[src/rtl/axis_pulse_sequencer_pkg.sv]
// Shared types and default widths for the pulse sequencer.
// Optional WAIT_TRG timeout: AXIS_PULSE_SEQUENCER_TIMEOUT_EN.
package axis_pulse_sequencer_pkg;

  localparam int DEF_CNTR_W = 64;
  localparam int DEF_REP_W  = 16;
  localparam int DEF_GAP_W  = 32;
  localparam int DEF_TMO_W  = 32;

  typedef enum logic [2:0] {
    S_IDLE,
    S_LOAD,
    S_ARM,
    S_WAIT,
    S_SEND,
    S_GAP
  } state_e;

endpackage

[src/rtl/axis_pulse_sequencer_if.sv]
// AXI4-Stream result bus for the pulse sequencer.
// master drives data/valid/last, slave drives ready.
interface axis_pulse_sequencer_if
  import axis_pulse_sequencer_pkg::*;
#(
  parameter int W = DEF_CNTR_W
) ();

  logic [W-1:0] tdata;
  logic         tvalid;
  logic         tlast;
  logic         tready;

  modport master (
    output tdata,
    output tvalid,
    output tlast,
    input  tready
  );

  modport slave (
    input  tdata,
    input  tvalid,
    input  tlast,
    output tready
  );

endinterface

[src/rtl/axis_pulse_sequencer_out_reg.sv]
// Single-entry AXIS output register: capture once,
// hold stable until the downstream handshake.
module axis_pulse_sequencer_out_reg
  import axis_pulse_sequencer_pkg::*;
#(
  parameter int W = DEF_CNTR_W
) (
  input  logic         clk_i,
  input  logic         rst_i,
  input  logic         clr_i,
  input  logic         cap_i,
  input  logic [W-1:0] data_i,
  input  logic         last_i,
  output logic         hs_o,
  axis_pulse_sequencer_if.master m_axis
);

  logic [W-1:0] data_q, data_d;
  logic         valid_q, valid_d;
  logic         last_q, last_d;

  assign hs_o = valid_q & m_axis.tready;

  always_comb begin
    data_d  = data_q;
    valid_d = valid_q;
    last_d  = last_q;
    if (clr_i) begin
      valid_d = 1'b0;
      last_d  = 1'b0;
    end else if (cap_i) begin
      valid_d = 1'b1;
      data_d  = data_i;
      last_d  = last_i;
    end else if (hs_o) begin
      valid_d = 1'b0;
      last_d  = 1'b0;
    end
  end

  always_ff @(posedge clk_i) begin
    if (rst_i) begin
      data_q  <= '0;
      valid_q <= 1'b0;
      last_q  <= 1'b0;
    end else begin
      data_q  <= data_d;
      valid_q <= valid_d;
      last_q  <= last_d;
    end
  end

  assign m_axis.tdata  = data_q;
  assign m_axis.tvalid = valid_q;
  assign m_axis.tlast  = last_q;

endmodule

[src/rtl/axis_pulse_sequencer.sv]
// Burst sequencer: load cfg, arm N measurements with a gap, stream results.
// Optional WAIT_TRG timeout: AXIS_PULSE_SEQUENCER_TIMEOUT_EN.
module axis_pulse_sequencer
  import axis_pulse_sequencer_pkg::*;
#(
  parameter int CNTR_WIDTH = DEF_CNTR_W,
  parameter int REP_WIDTH  = DEF_REP_W,
  parameter int GAP_WIDTH  = DEF_GAP_W
`ifdef AXIS_PULSE_SEQUENCER_TIMEOUT_EN
  , parameter int TMO_WIDTH = DEF_TMO_W
`endif
) (
  input  logic                  aclk,
  input  logic                  areset,
  input  logic                  start,
  input  logic                  abort,
  input  logic [REP_WIDTH-1:0]  cfg_repeat,
  input  logic [GAP_WIDTH-1:0]  cfg_gap,
  input  logic [CNTR_WIDTH-1:0] cfg_meas,
  output logic                  meas_run_flag,
  output logic                  meas_cfg_flag,
  output logic [CNTR_WIDTH-1:0] meas_cfg_data,
  input  logic                  meas_trg_flag,
  input  logic [CNTR_WIDTH-1:0] meas_sts_data,
  axis_pulse_sequencer_if.master m_axis,
  output logic                  busy,
  output logic                  done,
  output logic [REP_WIDTH-1:0]  sts_count
`ifdef AXIS_PULSE_SEQUENCER_TIMEOUT_EN
  , input  logic [TMO_WIDTH-1:0] cfg_timeout
  , output logic                 timeout_flag
`endif
);

  state_e state_q, state_d;

  logic [REP_WIDTH-1:0]  rem_q, rem_d;
  logic [REP_WIDTH-1:0]  cnt_q, cnt_d;
  logic [GAP_WIDTH-1:0]  gap_q, gap_d;
  logic [GAP_WIDTH-1:0]  gcfg_q, gcfg_d;
  logic [CNTR_WIDTH-1:0] cfg_q, cfg_d;
  logic                  done_q, done_d;
  logic                  cap;
  logic                  hs;

`ifdef AXIS_PULSE_SEQUENCER_TIMEOUT_EN
  logic [TMO_WIDTH-1:0] tmo_q, tmo_d;
  logic [TMO_WIDTH-1:0] tcfg_q, tcfg_d;
  logic                 tflag_q, tflag_d;
`endif

  always_comb begin
    state_d = state_q;
    rem_d   = rem_q;
    cnt_d   = cnt_q;
    gap_d   = gap_q;
    gcfg_d  = gcfg_q;
    cfg_d   = cfg_q;
    done_d  = 1'b0;
    cap     = 1'b0;
`ifdef AXIS_PULSE_SEQUENCER_TIMEOUT_EN
    tmo_d   = tmo_q;
    tcfg_d  = tcfg_q;
    tflag_d = tflag_q;
`endif
    if (abort) begin
      state_d = S_IDLE;
    end else begin
      unique case (state_q)
        S_IDLE: begin
          if (start) begin
            state_d = S_LOAD;
            // a repeat of 0 still runs one measurement
            rem_d   = cfg_repeat
                    | REP_WIDTH'(cfg_repeat == '0);
            gcfg_d  = cfg_gap;
            cfg_d   = cfg_meas;
            cnt_d   = '0;
`ifdef AXIS_PULSE_SEQUENCER_TIMEOUT_EN
            tcfg_d  = cfg_timeout;
            tflag_d = 1'b0;
`endif
          end
        end
        S_LOAD: state_d = S_ARM;
        S_ARM: begin
          state_d = S_WAIT;
`ifdef AXIS_PULSE_SEQUENCER_TIMEOUT_EN
          tmo_d   = '0;
`endif
        end
        S_WAIT: begin
          if (meas_trg_flag) begin
            cap     = 1'b1;
            state_d = S_SEND;
          end
`ifdef AXIS_PULSE_SEQUENCER_TIMEOUT_EN
          else if (tcfg_q != '0 &&
                   tmo_q + 1'b1 == tcfg_q) begin
            state_d = S_IDLE;
            tflag_d = 1'b1;
          end else begin
            tmo_d = tmo_q + 1'b1;
          end
`endif
        end
        S_SEND: begin
          if (hs) begin
            cnt_d = cnt_q + 1'b1;
            rem_d = rem_q - 1'b1;
            if (rem_q == REP_WIDTH'(1)) begin
              done_d  = 1'b1;
              state_d = S_IDLE;
            end else if (gcfg_q == '0) begin
              state_d = S_ARM;
            end else begin
              gap_d   = gcfg_q;
              state_d = S_GAP;
            end
          end
        end
        S_GAP: begin
          if (gap_q != '0) gap_d = gap_q - 1'b1;
          if (gap_q <= GAP_WIDTH'(1)) state_d = S_ARM;
        end
        default: state_d = S_IDLE;
      endcase
    end
  end

  always_ff @(posedge aclk) begin
    if (areset) begin
      state_q <= S_IDLE;
      rem_q   <= '0;
      cnt_q   <= '0;
      gap_q   <= '0;
      gcfg_q  <= '0;
      cfg_q   <= '0;
      done_q  <= 1'b0;
`ifdef AXIS_PULSE_SEQUENCER_TIMEOUT_EN
      tmo_q   <= '0;
      tcfg_q  <= '0;
      tflag_q <= 1'b0;
`endif
    end else begin
      state_q <= state_d;
      rem_q   <= rem_d;
      cnt_q   <= cnt_d;
      gap_q   <= gap_d;
      gcfg_q  <= gcfg_d;
      cfg_q   <= cfg_d;
      done_q  <= done_d;
`ifdef AXIS_PULSE_SEQUENCER_TIMEOUT_EN
      tmo_q   <= tmo_d;
      tcfg_q  <= tcfg_d;
      tflag_q <= tflag_d;
`endif
    end
  end

  axis_pulse_sequencer_out_reg #(
    .W (CNTR_WIDTH)
  ) u_out (
    .clk_i  (aclk),
    .rst_i  (areset),
    .clr_i  (abort),
    .cap_i  (cap),
    .data_i (meas_sts_data),
    .last_i (rem_q == REP_WIDTH'(1)),
    .hs_o   (hs),
    .m_axis (m_axis)
  );

  assign meas_run_flag = (state_q == S_ARM)
                       | (state_q == S_WAIT);
  assign meas_cfg_flag = (state_q == S_LOAD);
  assign meas_cfg_data = cfg_q;
  assign busy          = (state_q != S_IDLE);
  assign done          = done_q;
  assign sts_count     = cnt_q;
`ifdef AXIS_PULSE_SEQUENCER_TIMEOUT_EN
  assign timeout_flag  = tflag_q;
`endif

endmodule

[src/flat_wrapper.sv]
// flat-port wrapper written by rule: the top's interface ports become plain ports
module axis_pulse_sequencer_flat import axis_pulse_sequencer_pkg::*;
#(
  parameter int CNTR_WIDTH = DEF_CNTR_W,
  parameter int REP_WIDTH  = DEF_REP_W,
  parameter int GAP_WIDTH  = DEF_GAP_W

)
  (aclk, areset, start, abort, cfg_repeat, cfg_gap, cfg_meas, meas_run_flag, meas_cfg_flag, meas_cfg_data, meas_trg_flag, meas_sts_data, busy, done, sts_count, m_axis_tdata, m_axis_tvalid, m_axis_tlast, m_axis_tready);
  axis_pulse_sequencer_if #(.W((64))) m_axis_i ();
  input  logic aclk;
  input  logic areset;
  input  logic start;
  input  logic abort;
  input  logic [REP_WIDTH-1:0] cfg_repeat;
  input  logic [GAP_WIDTH-1:0] cfg_gap;
  input  logic [CNTR_WIDTH-1:0] cfg_meas;
  output logic meas_run_flag;
  output logic meas_cfg_flag;
  output logic [CNTR_WIDTH-1:0] meas_cfg_data;
  input  logic meas_trg_flag;
  input  logic [CNTR_WIDTH-1:0] meas_sts_data;
  output logic busy;
  output logic done;
  output logic [REP_WIDTH-1:0] sts_count;
  output wire logic [$bits(m_axis_i.tdata)-1:0] m_axis_tdata;
  output wire logic [$bits(m_axis_i.tvalid)-1:0] m_axis_tvalid;
  output wire logic [$bits(m_axis_i.tlast)-1:0] m_axis_tlast;
  input wire logic [$bits(m_axis_i.tready)-1:0] m_axis_tready;
  assign m_axis_tdata = m_axis_i.tdata;
  assign m_axis_tvalid = m_axis_i.tvalid;
  assign m_axis_tlast = m_axis_i.tlast;
  assign m_axis_i.tready = m_axis_tready;
  axis_pulse_sequencer #(.CNTR_WIDTH(CNTR_WIDTH), .REP_WIDTH(REP_WIDTH), .GAP_WIDTH(GAP_WIDTH)) u_core (.aclk(aclk), .areset(areset), .start(start), .abort(abort), .cfg_repeat(cfg_repeat), .cfg_gap(cfg_gap), .cfg_meas(cfg_meas), .meas_run_flag(meas_run_flag), .meas_cfg_flag(meas_cfg_flag), .meas_cfg_data(meas_cfg_data), .meas_trg_flag(meas_trg_flag), .meas_sts_data(meas_sts_data), .m_axis(m_axis_i), .busy(busy), .done(done), .sts_count(sts_count));
endmodule
[config.mk]
export PLATFORM = sky130hd
export DESIGN_NAME = axis_pulse_sequencer_flat
export DESIGN_NICKNAME = d
export VERILOG_FILES = /design/src/rtl/axis_pulse_sequencer_pkg.sv /design/src/rtl/axis_pulse_sequencer_if.sv /design/src/rtl/axis_pulse_sequencer_out_reg.sv /design/src/rtl/axis_pulse_sequencer.sv /design/src/flat_wrapper.sv
export SDC_FILE = /design/constraint.sdc
export NUM_CORES = 1
export LEC_CHECK = 0
export ABC_AREA = 1
export CAP_MARGIN = 20
export CELL_PAD_IN_SITES_DETAIL_PLACEMENT = 0
export CELL_PAD_IN_SITES_GLOBAL_PLACEMENT = 1
export CORE_ASPECT_RATIO = 0.5
export CORE_MARGIN = 4
export CORE_UTILIZATION = 35
export DETAILED_ROUTE_END_ITERATION = 16
export GPL_TIMING_DRIVEN = 0
export PLACE_DENSITY = 0.92
export SLEW_MARGIN = 20
export SYNTH_ARGS = -nofsm -noshare
export SYNTH_HDL_FRONTEND = slang
export SYNTH_SLANG_ARGS = --single-unit
[constraint.sdc]
create_clock -name aclk -period 2.43 [get_ports aclk]
set_input_delay 0.486 -clock aclk [delete_from_list [all_inputs] [get_ports aclk]]
set_output_delay 0.486 -clock aclk [all_outputs]
set_load 0.02 [all_outputs]
; Word-level counts from Yosys, hierarchy flattened
; Index checks and enable logic that the tools add are counted.
[totals]
ff_bits = 230
in_bits = 182
elab_cells = 73
output_inout_bits = 150
[op_classes]
n_eq_ne = 13
n_reduce_logical = 15
mux = 25
magnitude_cmp = 1
bitwise = 6
n_addsub = 3
[ops]
columns = operator, n
row1 = $mux 32, 4
row2 = $mux 16, 4
row3 = $pmux 16 s2, 2
row4 = $pmux 32 s2, 1
row5 = $le 32x1->1 const B, 1
row6 = $logic_not 32->1, 1
row7 = $reduce_bool 32->1, 1
row8 = $sub 32x1->32 const B, 1
row9 = $mux 3, 6
row10 = $pmux 3 s6, 1
row11 = $add 16x1->16 const B, 1
row12 = $eq 16x1->1 const B, 1
row13 = $logic_not 16->1, 1
row14 = $or 16x1->16, 1
row15 = $sub 16x1->16 const B, 1
row16 = $ne 2x2->1 const B, 4
row17 = $reduce_and 4->1, 2
row18 = $mux 1, 7
row19 = $eq 3x2->1 const B, 2
row20 = $eq 3x3->1 const B, 2
row21 = $ne 2x1->1 const B, 3
row22 = $reduce_and 6->1, 1
row23 = $reduce_bool 2->1, 3
row24 = $reduce_or 4->1, 1
row25 = other kinds (9), 11

; Logic depth before layout (Yosys ltp)
; Gate-level depths: netlist of the first run.
[logic_depth]
ltp_word = 5
depth_mapped = 14
ltp_nobuf = 14

; By module
; Synthesis of the first run repeated with hierarchy kept, for this count alone.
[hier_totals]
cells_unflattened = 1732
hier_area_um2 = 11073.1
[by_module_without_submodules]
columns = module, cells_per_inst, n_inst, seq_area_each_um2, area_each_um2
row1 = axis_pulse_sequencer, 1306, 1, 3283.1, 8284.2
row2 = axis_pulse_sequencer_out_reg, 426, 1, 1321.3, 2788.9

; Least setup slack after synthesis of the first run
; No wires, ideal clock.
[synth_path]
kind = register to register
from = register u_core.cnt_q[0] (netlist: u_core.sts_count[0])
to = register u_core.cnt_q[10] (netlist: u_core.sts_count[10])
arrival_time_ns = 1.483
period_less_slack_ns = 1.603
path_stages_with_launch = 9
setup_ns = 0.119
path_buffers = 0
required_time_ns = 2.311
path_slack_ns = 0.827
path_cell_list = dfxtp_1 > ha_1 > nand2_1 > nor3_1 > nand2_2 > nor2_1 > nand3_1 > o21ai_0 > a21oi_1
[synth_via]
elab_chain_len = 3
[synth_lines]
columns = element, line
row1 = from (decl), axis_pulse_sequencer.sv:38  ; logic [REP_WIDTH-1:0] cnt_q, cnt_d;
row2 = from (signal assigned), axis_pulse_sequencer.sv:148  ; cnt_q <= cnt_d;
row3 = $add 16x1->16, axis_pulse_sequencer.sv:109  ; cnt_d = cnt_q + 1'b1;
row4 = $mux 16, axis_pulse_sequencer.sv:108  ; if (hs) begin
row5 = $pmux 16 s2, axis_pulse_sequencer.sv:69  ; unique case (state_q)
; Every way passes these cells. The select of a mux whose other input is x is not followed.
; A chain may end at the register's enable or synchronous reset.

; Final worst setup path of the first run
[layout_path]
from = register u_core.state_q[2]
to = output busy
[layout_via]
elab_chain_len = 1
[layout_lines]
columns = element, line
row1 = from (decl), axis_pulse_sequencer.sv:35  ; state_e state_q, state_d;
row2 = from (signal assigned), axis_pulse_sequencer.sv:146  ; state_q <= state_d;
row3 = $reduce_bool 3->1, axis_pulse_sequencer.sv:178  ; assign busy = (state_q != S_IDLE);
row4 = to (decl), flat_wrapper.sv:23  ; output logic busy;
; Every way passes these cells.

==> impl_metrics.json, run 1 <==
{
  "setup_slack_ns": 0.112,
  "hold_ws_ns": 0.477,
  "criticalPathCategory": "reg -> out",
  "synthesis.area_mm2": 0.0104,
  "gp_congestion": 0.939,
  "synth_compound_area_share_pct": 15.5,
  "clkLatencyLatePin_ns": 0.54,
  "grt_max_degree": 15,
  "period_share_pct": 95.4,
  "final_area_mm2": 0.0150,
  "p_switching_mw": 2.80,
  "finalSetupViolCount": 0,
  "synth-seq-area-share_pct": 44.3,
  "synth-simple-area-share_pct": 31.1,
  "p_int_mw": 6.90,
  "rows": 44,
  "die_height_um": 130,
  "cts_tree": "yes",
  "synth-warning-count": 0,
  "skew_ns": 0.0175,
  "p_per_area_mw_per_mm2": 647,
  "via_per_inst": 4.83,
  "hold_class": "reg -> reg",
  "wl_met2_um": 18000,
  "worst_pin_slew_ns": 0.834,
  "areaGrowthSynthToFinish_pct": 44.2,
  "hold_viol_final": 0,
  "synth_flop_cell": "dfxtp_1",
  "met1_length_um": 17600,
  "track_usage_pct": 22.1,
  "port_buffers": 330,
  "grt_pass1_wl_um": 57100,
  "start_util_pct": 35.7,
  "yosys_register_bits": 230,
  "required_ns": 1.94,
  "nets": 2063,
  "grt_pass1_vias": 9810,
  "holdPathStages": 2,
  "cts-buffers-inserted": 24,
  "synthMuxAreaShare_pct": 0,
  "p_leak_nw": 6.10,
  "ir_worst_vdd_mv": 0.438,
  "die_area_mm2": 0.0327,
  "outcome": "completed",
  "switching_share_pct": 28.8,
  "p_seq_share_pct": 42.1,
  "io_pins": 332,
  "vias": 11000,
  "critPathLaunchType": "register",
  "cts_max_path_buffers": 3,
  "grt_overflow": 0,
  "final_cells": 2285,
  "worst-r2r-cell-count": 13,
  "rsz0062_at_grt": "false",
  "dpl.cell_count": 2240,
  "drtAntennaViolNets": 0,
  "drv_slew": 0,
  "yosysUniqueCellTypes": 40,
  "preCtsSetupSlack_ns": -0.178,
  "htreeDepth": 1,
  "clock.fmax_mhz": 431,
  "worstSetupEndpointType": "output port",
  "drive_gt1_share_pct": 6.40,
  "syn_nets": 1707,
  "synth_edf_count": 0,
  "netlist_instances": 1519,
  "min_period_ns": 2.32,
  "antenna_found_initial": 2,
  "async_reset_ff_share_pct": 0,
  "drt_pass1_iterations": 5,
  "fill_cells": 2885,
  "root_buffer": "clkbuf_16",
  "finalSetupTns_ns": 0,
  "hpwl_um": 29900,
  "avgRoutedWirePerCell_um": 16.7,
  "crit_fanout": 10,
  "combPwrFrac_pct": 19.4,
  "fp.coreArea_mm2": 0.0291,
  "synth_top_family_by_area": "simple AND/OR/NAND/NOR gates",
  "slew_headroom_pct": 44.4,
  "routed_wl_um": 38200,
  "layout_common_cells": "nor2_1, clkdlybuf4s50_1, dfxtp_1, nand2_1, o21ai_0",
  "synthAdderAreaFrac_pct": 0.722,
  "dr_wl_met3_um": 1710,
  "route.detailed.drc": 0,
  "final_common_cell": "nor2_1",
  "cts_sinks": 230,
  "synth.avg_cell_area_um2": 6.85,
  "die_w_um": 252,
  "cp.arrival_ns": 1.83,
  "drt_iter0_drc": 753,
  "clk_pin_slew_ns": 0.07,
  "power.share.clock_pct": 38.6,
  "maxUsedRoutingLayer": "met4",
  "dpl_cell_area_mm2": 0.0142,
  "drv_cap": 0,
  "synth_xor_area_share_pct": 1.35
}
-- power groups by stage --
stage | sequential [mW] | combinational (mW) | clock [mW]
after floorplan | 4.26 | 0.940 | 0
after global placement | 4.16 | 1.86 | 0
after detailed placement | 4.16 | 1.87 | 0
after CTS | 4.08 | 1.88 | 3.82
after global routing | 4.10 | 2.07 | 3.97
final | 4.08 | 1.88 | 3.74
-- path summary, 6_finish.rpt --
check | from | to | slack (ns)
max reg2reg | u_core.rem_q[0] | u_core.gap_q[30] | 0.39
min reg2reg | u_core.gcfg_q[16] | u_core.gcfg_q[16] | 0.48
max | u_core.state_q[2] | busy | 0.11
min | u_core.gcfg_q[16] | u_core.gcfg_q[16] | 0.48
-- routing by layer --
metal | global-route usage, % | vias up
li1 | - | 5605
met1 | 30.1 | 5103
met2 | 37.2 | 268
met3 | 3.47 | 58
met4 | 5.48 | 0
met5 | 0 | -
-- cell type report --
class	instances	area, um^2	area share [%]
tap	391	489	3.26
timing repair buffer	330	3310	22.0
clock inverter	9	98.8	0.659
antenna	2	5.00	0.0334
inverter	91	343	2.29
buffer	79	397	2.64
clock buffer	34	698	4.65
sequential	230	4600	30.7
multi-input combinational	1119	5060	33.7
-- through the flow --
stage	utilization, %	total power, mW
after global placement	48.7	6.02
after CTS	51.5	9.78
after floorplan	-	5.20
after global routing	51.5	10.1
final	51.5	9.70
after detailed placement	48.7	6.03
-- state kept, by name, summed over array words and instances (netlist names), 3 cells and up --
signal                     flops
u_core.meas_cfg_data          64
u_core.u_out.m_axis.tdata     64
u_core.gap_q                  32
u_core.gcfg_q                 32
u_core.rem_q                  16
u_core.sts_count              16
u_core.state_q                 3
-- cells in the mapped netlist (4+ instances only) --
| cell type | number | share of area [%] |
|---|---|---|
| a211oi_1 | 4 | 0.29 |
| a21oi_1 | 70 | 3.4 |
| buf_2 | 23 | 1.1 |
| buf_4 | 5 | 0.36 |
| buf_6 | 7 | 0.76 |
| clkbuf_1 | 44 | 1.6 |
| dfxtp_1 | 230 | 44 |
| ha_1 | 6 | 0.72 |
| inv_1 | 84 | 3.0 |
| inv_2 | 6 | 0.22 |
| nand2_1 | 226 | 8.2 |
| nand2_2 | 4 | 0.24 |
| nand3_1 | 44 | 2.1 |
| nand3_2 | 6 | 0.58 |
| nand4_1 | 11 | 0.66 |
| nor2_1 | 446 | 16 |
| nor2_2 | 14 | 0.84 |
| nor2_4 | 4 | 0.43 |
| nor3_1 | 16 | 0.77 |
| nor4_1 | 4 | 0.24 |
| o21ai_0 | 215 | 10 |
| o21ai_1 | 8 | 0.38 |
| o21bai_1 | 5 | 0.36 |
| xnor2_1 | 4 | 0.34 |
| xor2_1 | 12 | 1.0 |
-- cell families (layout without fill, tap and decap cells) --
group | count (synthesis) | in the layout
AND/OR/NAND/NOR | 785 | 785
AO/OA/AOI/OAI | 312 | 312
flip-flops | 230 | 230
buffers and inverters | 170 | 543
XOR/XNOR | 16 | 16
adder cells (fa/ha/maj) | 6 | 6
other | 0 | 2
-- what timing repair did --
item / in CTS / in global routing
buffers inserted: 0 / 0
hold buffers: 0 / 0
resized for setup: 0 / 1
endpoints found under the setup margin: 0 / 1
-- critical path, cell delays in order, from the launching register on --
cell and delay [ns]:
dfxtp_1 0.31, buf_4 0.18, nor2_1 0.08, nand2_1 0.08, clkdlybuf4s50_1 0.66
Power figures use the tool's default switching activity.
==> run 2, diff against run 1 <==
--- a/config.mk
+++ b/config.mk
@@ -11,10 +11,11 @@
 export CELL_PAD_IN_SITES_GLOBAL_PLACEMENT = 1
 export CORE_ASPECT_RATIO = 0.5
 export CORE_MARGIN = 4
-export CORE_UTILIZATION = 35
+export CORE_UTILIZATION = 45
 export DETAILED_ROUTE_END_ITERATION = 16
+export DONT_BUFFER_PORTS = 1
 export GPL_TIMING_DRIVEN = 0
-export PLACE_DENSITY = 0.92
+export PLACE_DENSITY = 0.87
 export SLEW_MARGIN = 20
 export SYNTH_ARGS = -nofsm -noshare
 export SYNTH_HDL_FRONTEND = slang
==> impl_metrics.json, run 2 (same netlist as run 1, synthesis figures left out) <==
{
  "outcome": "completed",
  "slew_headroom_pct": 41.4,
  "criticalPathCategory": "in -> reg",
  "preCtsSetupSlack_ns": -0.285,
  "rows": 38,
  "clkLatencyLatePin_ns": 0.53,
  "via_per_inst": 5.41,
  "routed_wl_um": 34800,
  "hold_class": "in -> reg",
  "layout_common_cells": "nor2_1, dfxtp_1, nand2_1, o21ai_0, inv_1",
  "cp_cell_sequence": "clkbuf_1, inv_1, clkbuf_1, clkbuf_1, o21ai_0, a21oi_1",
  "ff2ff_setup_slack_ns": 0.32,
  "p_per_area_mw_per_mm2": 769,
  "fill_cells": 2224,
  "crit_fanout": 10,
  "p_leak_nw": 4.79,
  "drt_iter0_drc": 1010,
  "drv_slew": 0,
  "areaGrowthSynthToFinish_pct": 10.1,
  "period_share_pct": 87.5,
  "drv_cap": 0,
  "die_area_mm2": 0.0258,
  "hold_ws_ns": 0.0958,
  "worst_path_max_delay_cell": "clkbuf_1",
  "cts-buffers-inserted": 21,
  "fp.coreArea_mm2": 0.0222,
  "final_cells": 1857,
  "multi_input_area_mm2": 0.00506,
  "vias": 10000,
  "required_ns": 2.86,
  "cts_setup_buffers": 0,
  "avgRoutedWirePerCell_um": 18.7,
  "hpwl_um": 27100,
  "critPathMaxStageDelay_ns": 0.68,
  "worstSetupEndpointType": "register",
  "nets": 1730,
  "route.detailed.drc": 0,
  "grt_overflow": 0,
  "die_height_um": 116,
  "final_core_util_pct": 51.6,
  "dpl.cell_count": 1819,
  "grt_pass1_wl_um": 53200,
  "grt_pass1_vias": 9429,
  "cp.arrival_ns": 2.56,
  "cts_resized": 0,
  "drtAntennaViolNets": 0,
  "clk_pin_slew_ns": 0.07,
  "cts_max_path_buffers": 3,
  "cts_sinks": 230,
  "ir_worst_vdd_mv": 0.512,
  "final_common_cell": "nor2_1",
  "start_util_pct": 46.9,
  "drive_gt1_share_pct": 7.40,
  "port_buffers": 0,
  "clock.fmax_mhz": 470,
  "critPathMostFrequentCell": "clkbuf_1",
  "min_period_ns": 2.13,
  "htreeDepth": 1,
  "gp_congestion": 0.920,
  "antenna_found_initial": 6,
  "root_buffer": "clkbuf_16",
  "grt_max_degree": 18,
  "rsz0062_at_grt": "false",
  "drt_pass1_iterations": 6,
  "total_power_mw": 8.82,
  "setup_slack_ns": 0.303,
  "skew_ns": 0.0246,
  "die_w_um": 223,
  "critPathLaunchType": "primary input",
  "hold_buffers": 0,
  "track_usage_pct": 25.8,
  "cts_tree": "yes",
  "hold_viol_final": 0,
  "io_pins": 332,
  "finalSetupViolCount": 0,
  "worst_pin_slew_ns": 0.879,
  "register_area_mm2": 0.00460
}
-- run 2: cell types whose count changed in the layout (fill, tap and decap cells not counted), sizes merged --
cell	previous run	this run
clkbuf	78	72
clkdlybuf4s50	329	0
clkinv	8	3
clkinvlp	1	3
dlymetal6s2s	1	0
inv	90	92
-- run 2: final timing paths --
check | start | endpoint | cells past startpoint
max reg2reg | u_core.state_q[2] | u_core.meas_cfg_data[17] | 7
min | meas_sts_data[44] | u_core.u_out.m_axis.tdata[44] | 2
max | areset | u_core.gcfg_q[30] | 6
min reg2reg | u_core.gap_q[1] | u_core.gap_q[1] | 2
-- run 2: layout make-up --
cell class,count,share of cell area (%)
Clock buffer,28,5.16
Sequential cell,230,40.2
Tap cell,300,3.28
Clock inverter,8,0.732
Inverter,91,2.99
Multi-Input combinational cell,1119,44.2
Buffer,79,3.46
Antenna cell,2,0.0437
-- run 2: report_power, final --
part | internal [mW] | total [mW] | switching [mW] | leakage, nW
registers | 3.95 | 4.24 | 0.289 | 1.87
clock network | 1.83 | 3.34 | 1.51 | 0.323
logic | 0.407 | 1.23 | 0.827 | 2.60
-- run 2: per-stage QoR --
step / cell area (um^2) / TNS [ns]
floorplan: 10400 / 0
CTS: 11500 / 0
detailed placement: 10800 / -3.14
global route: 11500 / 0
global placement: 10800 / -1.84
finish: 11500 / 0
-- run 2: routing by layer --
layer  part of all wire, %  track usage [%]
met4                   2.8             8.41
met1                    43             33.3
met2                    45             42.1
met5                 0.098                0
met3                   9.6             7.64
-- run 2: worst max-delay path, delay by kind of cell --
kind	cells	cell delay (ns)
AO/OA/AOI/OAI	2	0.38
buffers and inverters	4	1.68
==> run 3, diff against run 2 <==
--- a/config.mk
+++ b/config.mk
@@ -20,3 +20,4 @@
 export SYNTH_ARGS = -nofsm -noshare
 export SYNTH_HDL_FRONTEND = slang
 export SYNTH_SLANG_ARGS = --single-unit
+export TNS_END_PERCENT = 30
==> results of run 3 <==
The final DEF is identical to that of run 2; final timing and power are the same.
